### src/rtl/imem_serial_loader.sv
// imem_serial_loader: packs pad bytes little-endian into 32-bit words and writes them to instruction memory.
// The core is held in reset for the whole load session and released when load_en drops.
module imem_serial_loader #(
    parameter int ADDR_WIDTH  = 8,
    parameter int SYNC_STAGES = 2
) (
    input  logic                  clk,
    input  logic                  reset,
    input  logic                  load_en,
    input  logic                  byte_strobe,
    input  logic [7:0]            byte_in,
    output logic                  imem_we,
    output logic [ADDR_WIDTH-1:0] imem_addr,
    output logic [31:0]           imem_wdata,
    output logic                  cpu_hold,
    output logic [ADDR_WIDTH:0]   words_loaded,
    output logic                  err_partial,
    output logic                  err_overflow
);
    typedef enum logic [1:0] {IDLE, LOAD, WRITE} state_t;
    state_t state, state_nxt;
    logic [SYNC_STAGES-1:0]      en_sync, stb_sync;
    logic [SYNC_STAGES-1:0][7:0] byte_sync;
    logic                        en_s, stb_s, stb_prev, strobe_rise;
    logic [7:0]                  byte_s;
    logic [1:0]                  idx;
    logic [ADDR_WIDTH-1:0]       ptr;
    logic                        full;
    logic [23:0]                 lanes;

    assign en_s        = en_sync[SYNC_STAGES-1];
    assign stb_s       = stb_sync[SYNC_STAGES-1];
    assign byte_s      = byte_sync[SYNC_STAGES-1];
    assign strobe_rise = stb_s & ~stb_prev;
    assign imem_we     = state == WRITE;
    assign cpu_hold    = state != IDLE;

    always_ff @(posedge clk or posedge reset) begin
        if (reset) state <= IDLE;
        else       state <= state_nxt;
    end

    // session end takes priority over a coincident strobe
    always_comb begin
        state_nxt = state;
        case (state)
            IDLE:    state_nxt = en_s ? LOAD : IDLE;
            LOAD:    state_nxt = !en_s ? IDLE : (strobe_rise && !full && idx == 2'd3) ? WRITE : LOAD;
            WRITE:   state_nxt = LOAD;
            default: state_nxt = IDLE;
        endcase
    end

    always_ff @(posedge clk or posedge reset) begin
        if (reset) begin
            en_sync      <= '0;
            stb_sync     <= '0;
            byte_sync    <= '0;
            stb_prev     <= 1'b0;
            idx          <= 2'd0;
            ptr          <= '0;
            full         <= 1'b0;
            lanes        <= '0;
            imem_addr    <= '0;
            imem_wdata   <= '0;
            words_loaded <= '0;
            err_partial  <= 1'b0;
            err_overflow <= 1'b0;
        end else begin
            en_sync   <= {en_sync[SYNC_STAGES-2:0], load_en};
            stb_sync  <= {stb_sync[SYNC_STAGES-2:0], byte_strobe};
            byte_sync <= {byte_sync[SYNC_STAGES-2:0], byte_in};
            stb_prev  <= stb_s;
            if (state == IDLE && en_s) begin
                idx          <= 2'd0;
                ptr          <= '0;
                full         <= 1'b0;
                words_loaded <= '0;
                err_partial  <= 1'b0;
                err_overflow <= 1'b0;
            end else if (state == LOAD && !en_s) begin
                if (idx != 2'd0) err_partial <= 1'b1;
                idx <= 2'd0;
            end else if (state == LOAD && strobe_rise) begin
                if (full) begin
                    err_overflow <= 1'b1;
                end else begin
                    idx <= idx + 2'd1;
                    if (idx == 2'd3) begin
                        imem_addr  <= ptr;
                        imem_wdata <= {byte_s, lanes};
                    end else begin
                        lanes[{idx, 3'b000} +: 8] <= byte_s;
                    end
                end
            end else if (state == WRITE) begin
                words_loaded <= words_loaded + (ADDR_WIDTH+1)'(1);
                // the last word marks memory full instead of wrapping the pointer
                if (&ptr) full <= 1'b1;
                else      ptr  <= ptr + ADDR_WIDTH'(1);
            end
        end
    end
endmodule
### config.mk
export PLATFORM = sky130hd
export DESIGN_NAME = imem_serial_loader
export DESIGN_NICKNAME = d
export VERILOG_FILES = /design/src/rtl/imem_serial_loader.sv
export SDC_FILE = /design/constraint.sdc
export NUM_CORES = 1
export LEC_CHECK = 0
export ABC_AREA = 1
export CAP_MARGIN = 40
export CORE_UTILIZATION = 35
export CTS_CLUSTER_DIAMETER = 30
export DETAILED_ROUTE_END_ITERATION = 12
export GPL_TIMING_DRIVEN = 0
export PLACE_DENSITY = 0.64
export REMOVE_ABC_BUFFERS = 1
export SYNTH_ARGS = -nofsm -noshare
export SYNTH_HDL_FRONTEND = slang
export SYNTH_SLANG_ARGS = --single-unit
export TNS_END_PERCENT = 10
### constraint.sdc
create_clock -name clk -period 5.09 [get_ports clk]
set_input_delay 1.018 -clock clk [delete_from_list [all_inputs] [get_ports clk]]
set_output_delay 1.018 -clock clk [all_outputs]
set_load 0.05 [all_outputs]
== Yosys cells after proc, flatten, opt, wreduce, memory -nomap -nowiden ==
Cells that the tools add are included.

* Word-level logic and storage cells: 90
* Flip-flop bits (word level): 109
* Input bits: 12
* Output and inout port bits: 53

* Add/sub/neg operators: 4
* Muxes and demuxes: 30
* Reduce and logical (&&, ||, !) cells: 26
* Shift operators: 2
* Bitwise operators: 6
* Equality and inequality tests: 7

{| class="wikitable"
|+ Operator list
! operator !! count
|-
| 8-bit two-way mux || 5
|-
| 9-bit two-way mux || 4
|-
| 24-bit bitwise mux || 1
|-
| 8-bit by 7-bit variable shift with 24-bit output (first input constant) || 1
|-
| 8-bit by 7-bit indexed part select with 24-bit output || 1
|-
| 2-bit nonzero test || 8
|-
| 1-bit two-way mux || 13
|-
| 2-bit two-way mux || 6
|-
| 5-bit AND reduction || 2
|-
| 9-bit by 1-bit adder with 9-bit output (second input constant) || 1
|-
| 8-bit by 1-bit adder with 8-bit output (second input constant) || 1
|-
| 4-bit AND reduction || 2
|-
| 8-bit AND reduction || 1
|-
| 5-bit negator with 7-bit output || 1
|-
| 2-bit inequality test (second input constant) || 3
|-
| 2-bit case mux with 3 select lines || 1
|-
| 3-bit AND reduction || 2
|-
| 1-bit logical AND || 5
|-
| 1-bit inverter || 5
|-
| 2-bit == test (second input constant) || 2
|-
| 2-bit AND reduction || 2
|-
| 3-bit by 1-bit inequality test with 1-bit output (second input constant) || 1
|-
| 3-bit nonzero test || 1
|-
| 2-bit by 1-bit adder with 2-bit output (second input constant) || 1
|-
| other kinds (4) || 5
|}

== Longest topological paths before layout ==
* Word-level depth: 7
* Depth in mapped cells: 9
* Mapped depth without buffers: 9

== Worst setup path after synthesis ==
No wires, ideal clock.

* Path kind: register -> output
* From: register state[1]
* To: output imem_we
* Data arrival time: 0.878 ns
* Buffers on the path: 1
* Data required time: 4.072 ns
* Setup slack: 3.194 ns
* Cell stages (with the launch flop): 4
* Cell sequence: dfrtp_1 inv_1 nor2_1 buf_2

* Word-level cells in the longest chain between the ends: 1

{| class="wikitable"
|+ RTL lines
! item !! line !! text
|-
| start: declaration || 21 || <nowiki>state_t state, state_nxt;</nowiki>
|-
| start signal: assignment || 40 || <nowiki>else state <= state_nxt;</nowiki>
|-
| 2-bit == test || 35 || <nowiki>assign imem_we = state == WRITE;</nowiki>
|-
| end: declaration || 12 || <nowiki>output logic imem_we,</nowiki>
|}

Every way passes these cells.

== Worst setup path in the final report ==
Same ends and word-level chain as after synthesis.

==> out/metrics.yaml <==
pwr:
  switching_share_pct: 23.5
  p_comb_share_pct: 6.5
  p_seq_share_pct: 51.1
  power_leakage_nw: 2.75
  ir_drop_mv: 0.138
  power_frac_clock_pct: 42.4
  cellPowerDensity_nw_per_um2: 315
  p_int_mw: 1.37
  power.switching_mw: 0.419
setup_path:
  arrival_ns: 2.36
  endpoint_kind: "primary output"
  worst-setup-path-type: "flip-flop to primary output"
  cp-start-kind: "flip-flop"
  cp.required_ns: 4.07
  crit_path_max_fanout: 12
floorplan:
  die_h_um: 115
  start_util_pct: 35.8
  std_cell_rows: 41
  dieArea_um2: 13300
  io_pins: 65
  coreArea_um2: 12600
  die_w_um: 115
clock_network:
  cts_buffers: 9
  cts_tree: "built"
  cts_num_sinks: 109
  cts-hold-fix-buffers: 0
  cts.clk_slew.worst_paths_ns: 0.07
  postCtsSetupRepairBufs: 0
  h-tree-depth: 3
  clock_tree.root_cell: "clkbuf_16"
  cts_resized: 0
  cts_buffer_depth: 2
  clkLatencyLatePin_ns: 0.35
synth:
  synthTopCellsByArea: "dfrtp_1 61%, nand2_1 17%, nand4_1 3.8%"
  ys_types: 24
  synth_seq_cells: 109
  synth.cell_area_um2: 4490
  syn_inst: 505
  yosysWarnings: 0
  yosysTopAreaCell: "dfrtp_1"
  syn_area_per_cell_um2: 8.90
  synth_top_area_share_pct: 60.7
  synth-seq-area-share_pct: 60.7
detailed_routing:
  wl_per_cell_um: 12.4
  drtAntennaViolNets: 0
  routed_wl_mm: 9.21
  first_pass_iters: 4
  num_vias: 3472
  drt_iter0_markers: 164
  drc: 0
  viasPerCell: 4.67
run_status:
  status: "finished, final reports clean"
final_layout:
  syn_to_final_growth_pct: 25.9
  final_cell_mix: "199 x nand2_1, 109 x dfrtp_1, 64 x clkdlybuf4s50_1"
  fin_nets: 585
  n_antenna_cell: 0
  drive_gt1_share_pct: 5.25
  final_cells: 743
  final_common_cell: "nand2_1"
  fillers: 1227
placement:
  gp_congestion: 0.839
  numPortBuffers: 64
  dp_cells: 727
  hpwlAfterDp_mm: 6.45
sta:
  max_slew_margin_pct: 45.8
  finalCriticalPeriod_ns: 3.37
  holdWs_ns: 0.342
  worst-slew-pin-transition_ns: 0.810
  finalCritPeriodShare_pct: 66.3
  setup_viol: 0
  skew_ns: 0.00912
  hold_violations: 0
  fmax_mhz: 296
  fin_setup_tns_ns: 0
  rsz0062_at_grt: "false"
  slew_violations: 0
global_route:
  grt.total_usage_pct: 15.3
  grt_max_degree: 63
  grt_pass1_vias: 3306
  antenna_found_initial: 0
  grt_pass1_wl_mm: 15.7
  grt_remaining_overflow: 0
hold_path:
  hold_path_class: "flip-flop to flip-flop"
run:
  cap_violations: 0
[Yosys cell counts]
library cell,number
o21ai_0,15
buf_4,3
nor2_1,39
o21ai_1,15
a21oi_1,8
o21bai_1,1
nand4_1,27
dfrtp_1,109
a31oi_1,2
inv_2,4
nand3_1,14
nand3_2,3
buf_2,11
nand2_1,200
o31ai_1,1
clkbuf_1,3
inv_1,35
clkinv_1,1
a22o_1,1
xor2_1,1
nor3_4,1
nor3_1,2
ha_1,7
nor2_2,2
[final timing paths]
check	cells past startpoint	endpoint	from	slack (ns)
worst max-delay path	3	imem_we	state[1]	1.72
worst min-delay path	0	byte_s[1]	byte_sync[1]	0.34
worst max register to register	8	imem_wdata[3]	idx[0]	2.58
worst min register to register	0	byte_s[1]	byte_sync[1]	0.34
max in group asynchronous	3	imem_wdata[15]	reset	3.32
min in group asynchronous	2	byte_sync[2]	reset	1.09
[sequential cells by signal (all words and copies together), names as in the netlist]
register,flops
byte_s,8
byte_sync,8
en_sync,2
err_overflow,1
err_partial,1
full,1
idx,2
imem_addr,8
imem_wdata,32
lanes,24
ptr,8
state,2
stb_prev,1
stb_sync,2
words_loaded,9
[metal layers]
metal	vias to the layer above	track usage [%]	share of wire, %
met5	-	0	0
met4	0	7.01	1.3
met3	8	3.11	4.1
met2	79	24.3	48
met1	1653	20.3	46
li1	1732	-	-
[critical path, stage by stage (launching register included)]
cell             delay, ns
dfrtp_1               0.38
inv_1                 0.07
nor2_1                0.62
clkdlybuf4s50_1       0.94
[power by group through the flow]
stage	Sequential [mW]	Clock [mW]	Combinational, mW
after floorplan	0.932	0	0.0688
after global placement	0.928	0	0.109
after detailed placement	0.929	0	0.118
after CTS	0.912	0.779	0.118
after global routing	0.915	0.816	0.132
final	0.912	0.757	0.116
[cell type report]
class / count / area [um^2] / area share (%)
clock buffer: 10 / 229 / 4.05
clock inverter: 6 / 93.8 / 1.66
inverter: 40 / 153 / 2.70
multi-input combinational: 339 / 1530 / 27.0
sequential: 109 / 2730 / 48.2
tap: 172 / 215 / 3.80
timing repair buffer: 67 / 711 / 12.6
[through the flow]
| stage | instance area, um^2 | power, mW | setup WS, ns | utilization (%) |
|---|---|---|---|---|
| 2_1_floorplan | 4410 | 1.00 | 1.20 | - |
| 3_3_place_gp | 5260 | 1.04 | -0.260 | 41.9 |
| 3_5_place_dp | 5340 | 1.05 | 2.07 | 42.5 |
| 4_1_cts | 5660 | 1.81 | 1.68 | 45.0 |
| 5_1_grt | 5660 | 1.86 | 1.56 | 45.0 |
| 6_report | 5660 | 1.78 | 1.72 | 45.0 |
[logic make-up after synthesis]
kind of cell             count (synthesis)  share of synthesized area, %
flip-flops                             109                          60.7
AND/OR/NAND/NOR                        288                          26.8
adder cells (fa/ha/maj)                  7                          1.95
XOR/XNOR                                 1                         0.195
buffers and inverters                   57                          5.32
AO/OA/AOI/OAI                           43                          5.04
Power figures use the tool's default switching activity.
